--- src/rtl/qstep_pkg.sv ---
// Shared types and defaults for the quadrature step command generator and the
// downstream up/down counter.
package qstep_pkg;

    typedef enum logic [1:0] {
        CMD_CLR  = 2'b00,
        CMD_UP   = 2'b01,
        CMD_DOWN = 2'b10,
        CMD_HOLD = 2'b11
    } cmd_e;

    typedef enum logic [2:0] {
        INIT,
        P0,
        P1,
        P2,
        P3
    } phase_e;

    localparam int unsigned DEF_SYNC_STAGES   = 2;
    localparam int unsigned DEF_FILTER_CYCLES = 4;
    localparam int unsigned DEF_ERR_W         = 4;

    // Gray-order phase for a filtered AB pair (A is the MSB).
    function automatic phase_e phase_of(input logic a, input logic b);
        case ({a, b})
            2'b00:   return P0;
            2'b01:   return P1;
            2'b11:   return P2;
            default: return P3;
        endcase
    endfunction

    // Position of a phase around the quadrature cycle; INIT is never compared.
    function automatic logic [1:0] phase_idx(input phase_e ph);
        case (ph)
            P1:      return 2'd1;
            P2:      return 2'd2;
            P3:      return 2'd3;
            default: return 2'd0;
        endcase
    endfunction

endpackage

--- src/rtl/quad_step_cmd_gen_filter.sv ---
// One-bit synchroniser followed by a persistence filter: a new synced level is
// accepted only after it has differed from the filtered level for FILTER_CYCLES cycles.
module sync_glitch_filter
    import qstep_pkg::*;
#(
    parameter int unsigned SYNC_STAGES   = DEF_SYNC_STAGES,
    parameter int unsigned FILTER_CYCLES = DEF_FILTER_CYCLES
) (
    input  logic clk,
    input  logic reset,
    input  logic din,
    output logic level
);

    localparam int unsigned CNT_W = $clog2(FILTER_CYCLES + 1);

    logic [SYNC_STAGES-1:0] sync_q;
    logic [CNT_W-1:0]       cnt_q;
    logic                   synced;

    assign synced = sync_q[SYNC_STAGES-1];

    always_ff @(posedge clk or negedge reset) begin
        if (!reset) begin
            sync_q <= '0;
        end else begin
            sync_q <= {sync_q[SYNC_STAGES-2:0], din};
        end
    end

    // The edge that would bring the count to FILTER_CYCLES toggles the level instead.
    always_ff @(posedge clk or negedge reset) begin
        if (!reset) begin
            level <= 1'b0;
            cnt_q <= '0;
        end else if (synced != level) begin
            if (cnt_q == CNT_W'(FILTER_CYCLES - 1)) begin
                level <= synced;
                cnt_q <= '0;
            end else begin
                cnt_q <= cnt_q + 1'b1;
            end
        end else begin
            cnt_q <= '0;
        end
    end

endmodule

--- src/rtl/quad_step_cmd_gen.sv ---
// Quadrature encoder and clear button to a one-command-per-cycle up/down
// command stream for the 4-bit counter, with illegal-transition reporting.
module quad_step_cmd_gen
    import qstep_pkg::*;
#(
    parameter int unsigned SYNC_STAGES   = DEF_SYNC_STAGES,
    parameter int unsigned FILTER_CYCLES = DEF_FILTER_CYCLES,
    parameter int unsigned ERR_W         = DEF_ERR_W
) (
    input  logic             clk,
    input  logic             reset,
    input  logic             a_in,
    input  logic             b_in,
    input  logic             clr_in,
    output logic [1:0]       up_down,
    output logic             step,
    output logic             err,
    output logic [ERR_W-1:0] err_count,
    output logic             ready
);

    localparam int unsigned INIT_CYCLES = SYNC_STAGES + FILTER_CYCLES + 1;
    localparam int unsigned SET_W       = $clog2(INIT_CYCLES + 1);

    logic a_f, b_f, clr_f, clr_q;

    sync_glitch_filter #(.SYNC_STAGES(SYNC_STAGES), .FILTER_CYCLES(FILTER_CYCLES)) u_filt_a (
        .clk(clk), .reset(reset), .din(a_in), .level(a_f)
    );
    sync_glitch_filter #(.SYNC_STAGES(SYNC_STAGES), .FILTER_CYCLES(FILTER_CYCLES)) u_filt_b (
        .clk(clk), .reset(reset), .din(b_in), .level(b_f)
    );
    sync_glitch_filter #(.SYNC_STAGES(SYNC_STAGES), .FILTER_CYCLES(FILTER_CYCLES)) u_filt_clr (
        .clk(clk), .reset(reset), .din(clr_in), .level(clr_f)
    );

    phase_e           state_q, state_d, new_ph;
    cmd_e             cmd_q, cmd_d;
    logic [SET_W-1:0] settle_q, settle_d;
    logic [ERR_W-1:0] err_count_d;
    logic             step_d, err_d, ready_d, clr_edge;
    logic [1:0]       delta;

    assign new_ph   = phase_of(a_f, b_f);
    assign clr_edge = clr_f & ~clr_q;
    assign delta    = phase_idx(new_ph) - phase_idx(state_q);

    always_ff @(posedge clk or negedge reset) begin
        if (!reset) begin
            state_q   <= INIT;
            settle_q  <= '0;
            clr_q     <= 1'b0;
            cmd_q     <= CMD_HOLD;
            step      <= 1'b0;
            err       <= 1'b0;
            err_count <= '0;
            ready     <= 1'b0;
        end else begin
            state_q   <= state_d;
            settle_q  <= settle_d;
            clr_q     <= clr_f;
            cmd_q     <= cmd_d;
            step      <= step_d;
            err       <= err_d;
            err_count <= err_count_d;
            ready     <= ready_d;
        end
    end

    always_comb begin
        state_d     = state_q;
        settle_d    = settle_q;
        cmd_d       = CMD_HOLD;
        err_d       = 1'b0;
        err_count_d = err_count;
        ready_d     = ready;
        if (state_q == INIT) begin
            // clr edges seen while settling are dropped; clr_q still tracks the level.
            if (settle_q == SET_W'(INIT_CYCLES - 1)) begin
                state_d = new_ph;
                ready_d = 1'b1;
            end else begin
                settle_d = settle_q + 1'b1;
            end
        end else begin
            state_d = new_ph;
            case (delta)
                2'd1: cmd_d = CMD_UP;
                2'd3: cmd_d = CMD_DOWN;
                2'd2: begin
                    err_d = 1'b1;
                    if (err_count != '1) begin
                        err_count_d = err_count + 1'b1;
                    end
                end
                default: ;
            endcase
            if (clr_edge) begin
                cmd_d = CMD_CLR;
            end
        end
        step_d = (cmd_d == CMD_UP) || (cmd_d == CMD_DOWN);
    end

    assign up_down = cmd_q;

endmodule

--- config.mk ---
export PLATFORM = sky130hd
export DESIGN_NAME = quad_step_cmd_gen
export DESIGN_NICKNAME = d
export VERILOG_FILES = /design/src/rtl/qstep_pkg.sv /design/src/rtl/quad_step_cmd_gen_filter.sv /design/src/rtl/quad_step_cmd_gen.sv
export SDC_FILE = /design/constraint.sdc
export NUM_CORES = 1
export LEC_CHECK = 0
export CELL_PAD_IN_SITES_DETAIL_PLACEMENT = 1
export CELL_PAD_IN_SITES_GLOBAL_PLACEMENT = 1
export CORE_ASPECT_RATIO = 1.5
export CORE_MARGIN = 2
export CORE_UTILIZATION = 45
export CTS_BUF_LIST = sky130_fd_sc_hd__clkbuf_16
export CTS_CLUSTER_DIAMETER = 100
export DETAILED_ROUTE_END_ITERATION = 10
export PLACE_DENSITY_LB_ADDON = 0.1
export SYNTH_ARGS = -nofsm -noshare
export SYNTH_HDL_FRONTEND = slang
export SYNTH_HIERARCHICAL = 1
export SYNTH_SLANG_ARGS = --single-unit
--- constraint.sdc ---
create_clock -name clk -period 2.8 [get_ports clk]
set_input_delay 0.7 -clock clk [delete_from_list [all_inputs] [get_ports clk]]
set_output_delay 0.7 -clock clk [all_outputs]
set_load 0.01 [all_outputs]
Yosys cells after proc, flatten, opt, wreduce, memory -nomap -nowiden
Index checks and enable logic that the tools add are counted.

Register bits: 34. Logic and storage cells: 74.

Equal/unequal tests: 22. Add/sub/neg operators: 6. Bitwise gates (word level): 4. Reduce and logical (&&, ||, !) cells: 9. Multiplexer cells: 16.

Operators by type and width (count): 3-bit 2-to-1 mux (8); 3-bit by 2-bit == test with 1-bit output (second input constant) (7); 3-bit by 1-bit adder with 3-bit output (second input constant) (4); 2-bit one-hot mux with 3 select lines (2); 2-bit AND reduction (5); 3-bit == test (second input constant) (3); 3-bit one-hot mux with 3 select lines (1); 2-bit == test (second input constant) (4); 2-bit by 1-bit == test with 1-bit output (second input constant) (3); 4-bit by 1-bit adder with 4-bit output (second input constant) (1); 2-bit 2-to-1 mux (2); 4-bit != test (second input constant) (1); 2-bit one-hot mux with 2 select lines (1); 3-bit zero test (1); 1-bit != test (3); 1-bit NOT (3); 3-bit AND reduction (1); 2-bit zero test (1); 1-bit 2-to-1 mux (2); 2-bit by 1-bit != test with 1-bit output (second input constant) (1); 2-bit subtractor (1); 1-bit bitwise AND (1); 1-bit logical OR (1).

Logic depth before layout (Yosys ltp)
Depth in word-level cells: 11. Depth in mapped cells: 9.

Cells and area by module
Netlist, hierarchy kept.

Modules (own cells, without submodules): quad_step_cmd_gen (instances 1, cells an instance 73, area each 828.3 um2); sync_glitch_filter (instances 3, cells an instance 13, area each 216.5 um2).

Worst setup path after synthesis
Ideal clock, no wire load.

Kind: register to register. From: reg u_filt_a.level. To: reg err_count[1]. Buffers on the path: 0. Arrival: 1.897 ns. Cell stages (with the launch flop): 9. Path slack: 0.778 ns. Period minus slack after synthesis: 2.022 ns. Cell sequence: dfrtp_1 -> inv_1 -> ha_1 -> inv_1 -> ha_1 -> xnor2_2 -> xor2_2 -> nand3_2 -> mux2_4.

Word-level cells in the longest chain between the ends: 7. Elaborated cells on any way between the ends: 11.

Ends and longest elaborated chain: from (decl) (RTL line quad_step_cmd_gen_filter.sv:12) `output logic level`; from (signal assigned) (RTL line quad_step_cmd_gen_filter.sv:38) `level <= synced;`; 2-bit == test, or another cell as far along (RTL line qstep_pkg.sv:26) `case ({a, b})`; 3-bit one-hot mux with 3 select lines * (RTL line qstep_pkg.sv:26); via new_ph[0] (RTL line quad_step_cmd_gen.sv:37) `phase_e state_q, state_d, new_ph;`; 3-bit == test or 3-bit by 2-bit == test with 1-bit output (tied branches) (RTL line qstep_pkg.sv:36) `case (ph)`; 2-bit one-hot mux with 3 select lines * (RTL line qstep_pkg.sv:36); 2-bit subtractor * (RTL line quad_step_cmd_gen.sv:46) `assign delta = phase_idx(new_ph) - phase_idx(state_q);`; 2-bit == test * (RTL line quad_step_cmd_gen.sv:87) `case (delta)`; 3-bit AND reduction (no line) *; to (signal assigned) (RTL line quad_step_cmd_gen.sv:65) `err_count <= err_count_d;`; to (decl) (RTL line quad_step_cmd_gen.sv:18) `output logic [ERR_W-1:0] err_count,`.

The timed path passes the listed nets; every way through them passes the cells marked *. A chain may end at the register's enable or synchronous reset.

Final worst setup path
Same ends and word-level chain as after synthesis.

==> results by group <==
Route
  – Routed WL per cell: 13.56 um
  – ANT nets after route: 0
  – DRC viols: 0
  – DRT Pass-1 Iters: 2
  – Vias after detailed routing: roughly 890
  – Routed Wire Length: 2346 um
  – Drt via density: 5.121
  – Initial DRC count: 13

Global route
  – GR Overflow Total: 0
  – Most Crowded Layer GR: met2
  – Vias in the first global route: 969
  – Met3 GRT Util: 6.024%
  – Total GRT Usage: 16.15%
  – Grt met1 use: 15.53%
  – M2 GR Usage: 28.95%
  – Largest net degree at the start of global routing: 35
  – Initial antenna violation count: 0
  – Global-route wire length before repair: approximately 4300 um

Clock tree
  – Post-cts gate resize count: 0
  – CTS max path bufs: 2
  – Total CTS buffers: 5
  – Clk pin slew, worst setup/hold paths: 50 ps
  – Htree depth: 2
  – Post-CTS setup buffer count: 0
  – CTS tree: done
  – Clk_lat worst skew: 270 ps
  – Hold Buf Count CTS: 0
  – CTS Sinks: 34
  – Clock Root Buffer: clkbuf_16

Pwr
  – Gate power share: ~43%
  – Net Sw Frac: 34.68%
  – Clock Power Share: 22.4%
  – Reg power frac: 34.4%
  – Cell Pwr Density: 1260 nW/um^2
  – Int Pwr: 1.484 mW
  – Tot Pwr: about 2.3 mW
  – Max IR drop VDD: ~0.6 mV
  – Net switching power: 787.9 uW
  – Leak: 0.7913 nW

Layout
  – Most common cell after layout, fill and taps aside: dfrtp_1
  – Most frequent cells in the layout: dfrtp_1, clkdlybuf4s50_1, ha_1, xnor2_1, nor3b_1
  – N_diodes: 0
  – Final instance area: around 1800 sq um
  – Area Growth Syn to Fin: 22.02%
  – Fin util: 57.07%
  – Final-layout fill cell count: 320
  – Post-route insts no fill: 173
  – Final net count: 148
  – Share of post-route cells with drive strength above 1: 18.80%

Worst setup path
  – Crit Path Max Fanout: 5
  – Critical path type: reg -> reg
  – CP Launch Type: flip-flop
  – Critical Path RT: 2960 ps
  – Setup crit end kind: flip-flop
  – Critical path data arrival time: 2330 ps

Timing
  – Final WS setup: 622.8 ps
  – Final max-slew violation count: 0
  – Final setup fails: 0
  – Slew at the pin with the worst max-slew slack: about 410 ps
  – Skew final: 3.198 ps
  – Fmax: 459.3 MHz
  – RSZ-0062 raised after global routing: no
  – Crit path time final: between 2000 and 2500 ps
  – Final hold vios: 0
  – Crit share post-route: between 70% and 80%
  – TNS Setup: 0 ps
  – Max-slew headroom: 72.15%
  – Hold_ws: 349.1 ps

Synthesis
  – Mapped cell area: 1478 sq um
  – Synth Net Count: 128
  – Mapped Avg Cell Area: approximately 13 sq um
  – Synth cell types: 29
  – Sequential fraction of the synthesis area: 57.75%
  – Yosys reg bits: 34
  – Ys Warns: 6
  – Syn Inst Count: 112

Placement
  – Placement Cell Area: 1662 sq um
  – Post-Place Cells: 165
  – Dpl hpwl: 1728 um
  – DP Worst Slack: between 600 and 700 ps
  – Count of input and output buffers: 13
  – GP Congestion: around 0.76

Floorplan
  – Die height: 74.18 um
  – Num rows: 25
  – Initial Utilization: around 47%
  – DIE WIDTH: between 50 and 60 um
  – Boundary Pins: 14
  – Die Area: 3768 sq um
  – Core box area: 3159 sq um

Worst hold path
  – HP Class: reg -> reg

Run
  – Max Cap Viol: 0

Status
  – Status: finished, final reports clean
-- registers in the layout, summed over array words and instances (netlist names) --
register           flops
err_count              4
settle_q               3
state_q                3
u_filt_a/cnt_q         3
u_filt_b/cnt_q         3
u_filt_clr/cnt_q       3
u_filt_a/sync_q        2
u_filt_b/sync_q        2
u_filt_clr/sync_q      2
up_down                2
clr_q                  1
err                    1
ready                  1
step                   1
u_filt_a/level         1
u_filt_b/level         1
u_filt_clr/level       1
-- cells by family after synthesis --
family / count (synthesis) / share of synthesized area (%)
flip-flops: 34 / 57.75
AO/OA/AOI/OAI: 10 / 4.149
buffers and inverters: 7 / 1.778
multiplexers: 6 / 4.657
XOR/XNOR: 10 / 6.944
AND/OR/NAND/NOR: 34 / 15.41
adder cells (fa/ha/maj): 11 / 9.314
-- worst max-delay path, cell delays in order, from the launching register on --
cell and delay, ps:
dfrtp_1 430, inv_1 90, ha_1 320, inv_1 50, ha_1 220, xnor2_2 250
xor2_2 260, nand3_2 130, mux2_4 310
-- power groups by stage --
stage / clock network (mW) / registers, mW / logic, mW
finish: 0.508 / 0.781 / 0.983
global route: 0.553 / 0.807 / 1.10
CTS: 0.528 / 0.783 / 1.01
detailed placement: 0 / 0.788 / 0.996
global placement: 0 / 0.776 / 0.954
floorplan: 0 / 0.780 / 0.721
-- cell usage after synthesis --
cell type / n / area, sq um
o21ai_0: 1 / 5.000
nand2_1: 1 / 3.750
xnor2_2: 1 / 16.27
xor2_2: 1 / 16.27
inv_1: 6 / 22.52
nand3_2: 1 / 10.01
or3_1: 1 / 6.260
or2_2: 1 / 6.260
a31o_2: 1 / 8.760
nor2b_4: 3 / 41.29
nor3b_1: 7 / 52.55
nor3_1: 6 / 30.03
nor2b_1: 5 / 31.28
mux2_4: 1 / 15.01
xnor2_1: 8 / 70.07
a21oi_1: 4 / 20.02
mux2_2: 3 / 33.78
ha_1: 11 / 137.6
nand3_1: 1 / 5.000
a21oi_2: 1 / 8.760
nor2_1: 5 / 18.77
nor2_2: 1 / 6.260
dfrtp_1: 32 / 800.8
and2_2: 1 / 7.510
dfstp_2: 2 / 52.55
clkbuf_1: 1 / 3.750
and4_1: 1 / 8.760
mux2i_1: 2 / 20.02
a31oi_1: 3 / 18.77
-- layout make-up --
class	count	area (sq um)	share of cell area (%)
tap	40	50.05	2.776
clock inverter	3	16.27	0.9022
sequential	34	853.3	47.33
timing repair buffer	14	137.6	7.634
inverter	6	22.52	1.249
clock buffer	5	125.1	6.940
multi-input combinational	71	598.1	33.17
-- routing by layer --
metal,part of all wire (%),up-vias
li1,-,417
met3,3.8,2
met4,1.3,0
met5,0,-
met2,60,16
met1,35,451
-- worst paths after layout --
| kind | from | end | slack (ps) | cells after the start |
|---|---|---|---|---|
| min in group asynchronous | reset | settle_q[2]$_DFFE_PN0P_ | 840 | 2 |
| worst max register to register | u_filt_a/level$_DFFE_PN0P_ | err_count[1]$_DFFE_PN0P_ | 620 | 8 |
| max in group asynchronous | reset | up_down[1]$_DFF_PN1_ | 1630 | 2 |
| worst max-delay path | u_filt_a/level$_DFFE_PN0P_ | err_count[1]$_DFFE_PN0P_ | 620 | 8 |
| worst min register to register | u_filt_a/sync_q[0]$_DFF_PN0_ | u_filt_a/sync_q[1]$_DFF_PN0_ | 350 | 0 |
| worst min-delay path | u_filt_a/sync_q[0]$_DFF_PN0_ | u_filt_a/sync_q[1]$_DFF_PN0_ | 350 | 0 |
Note: power is estimated with default switching activity, not from simulation.
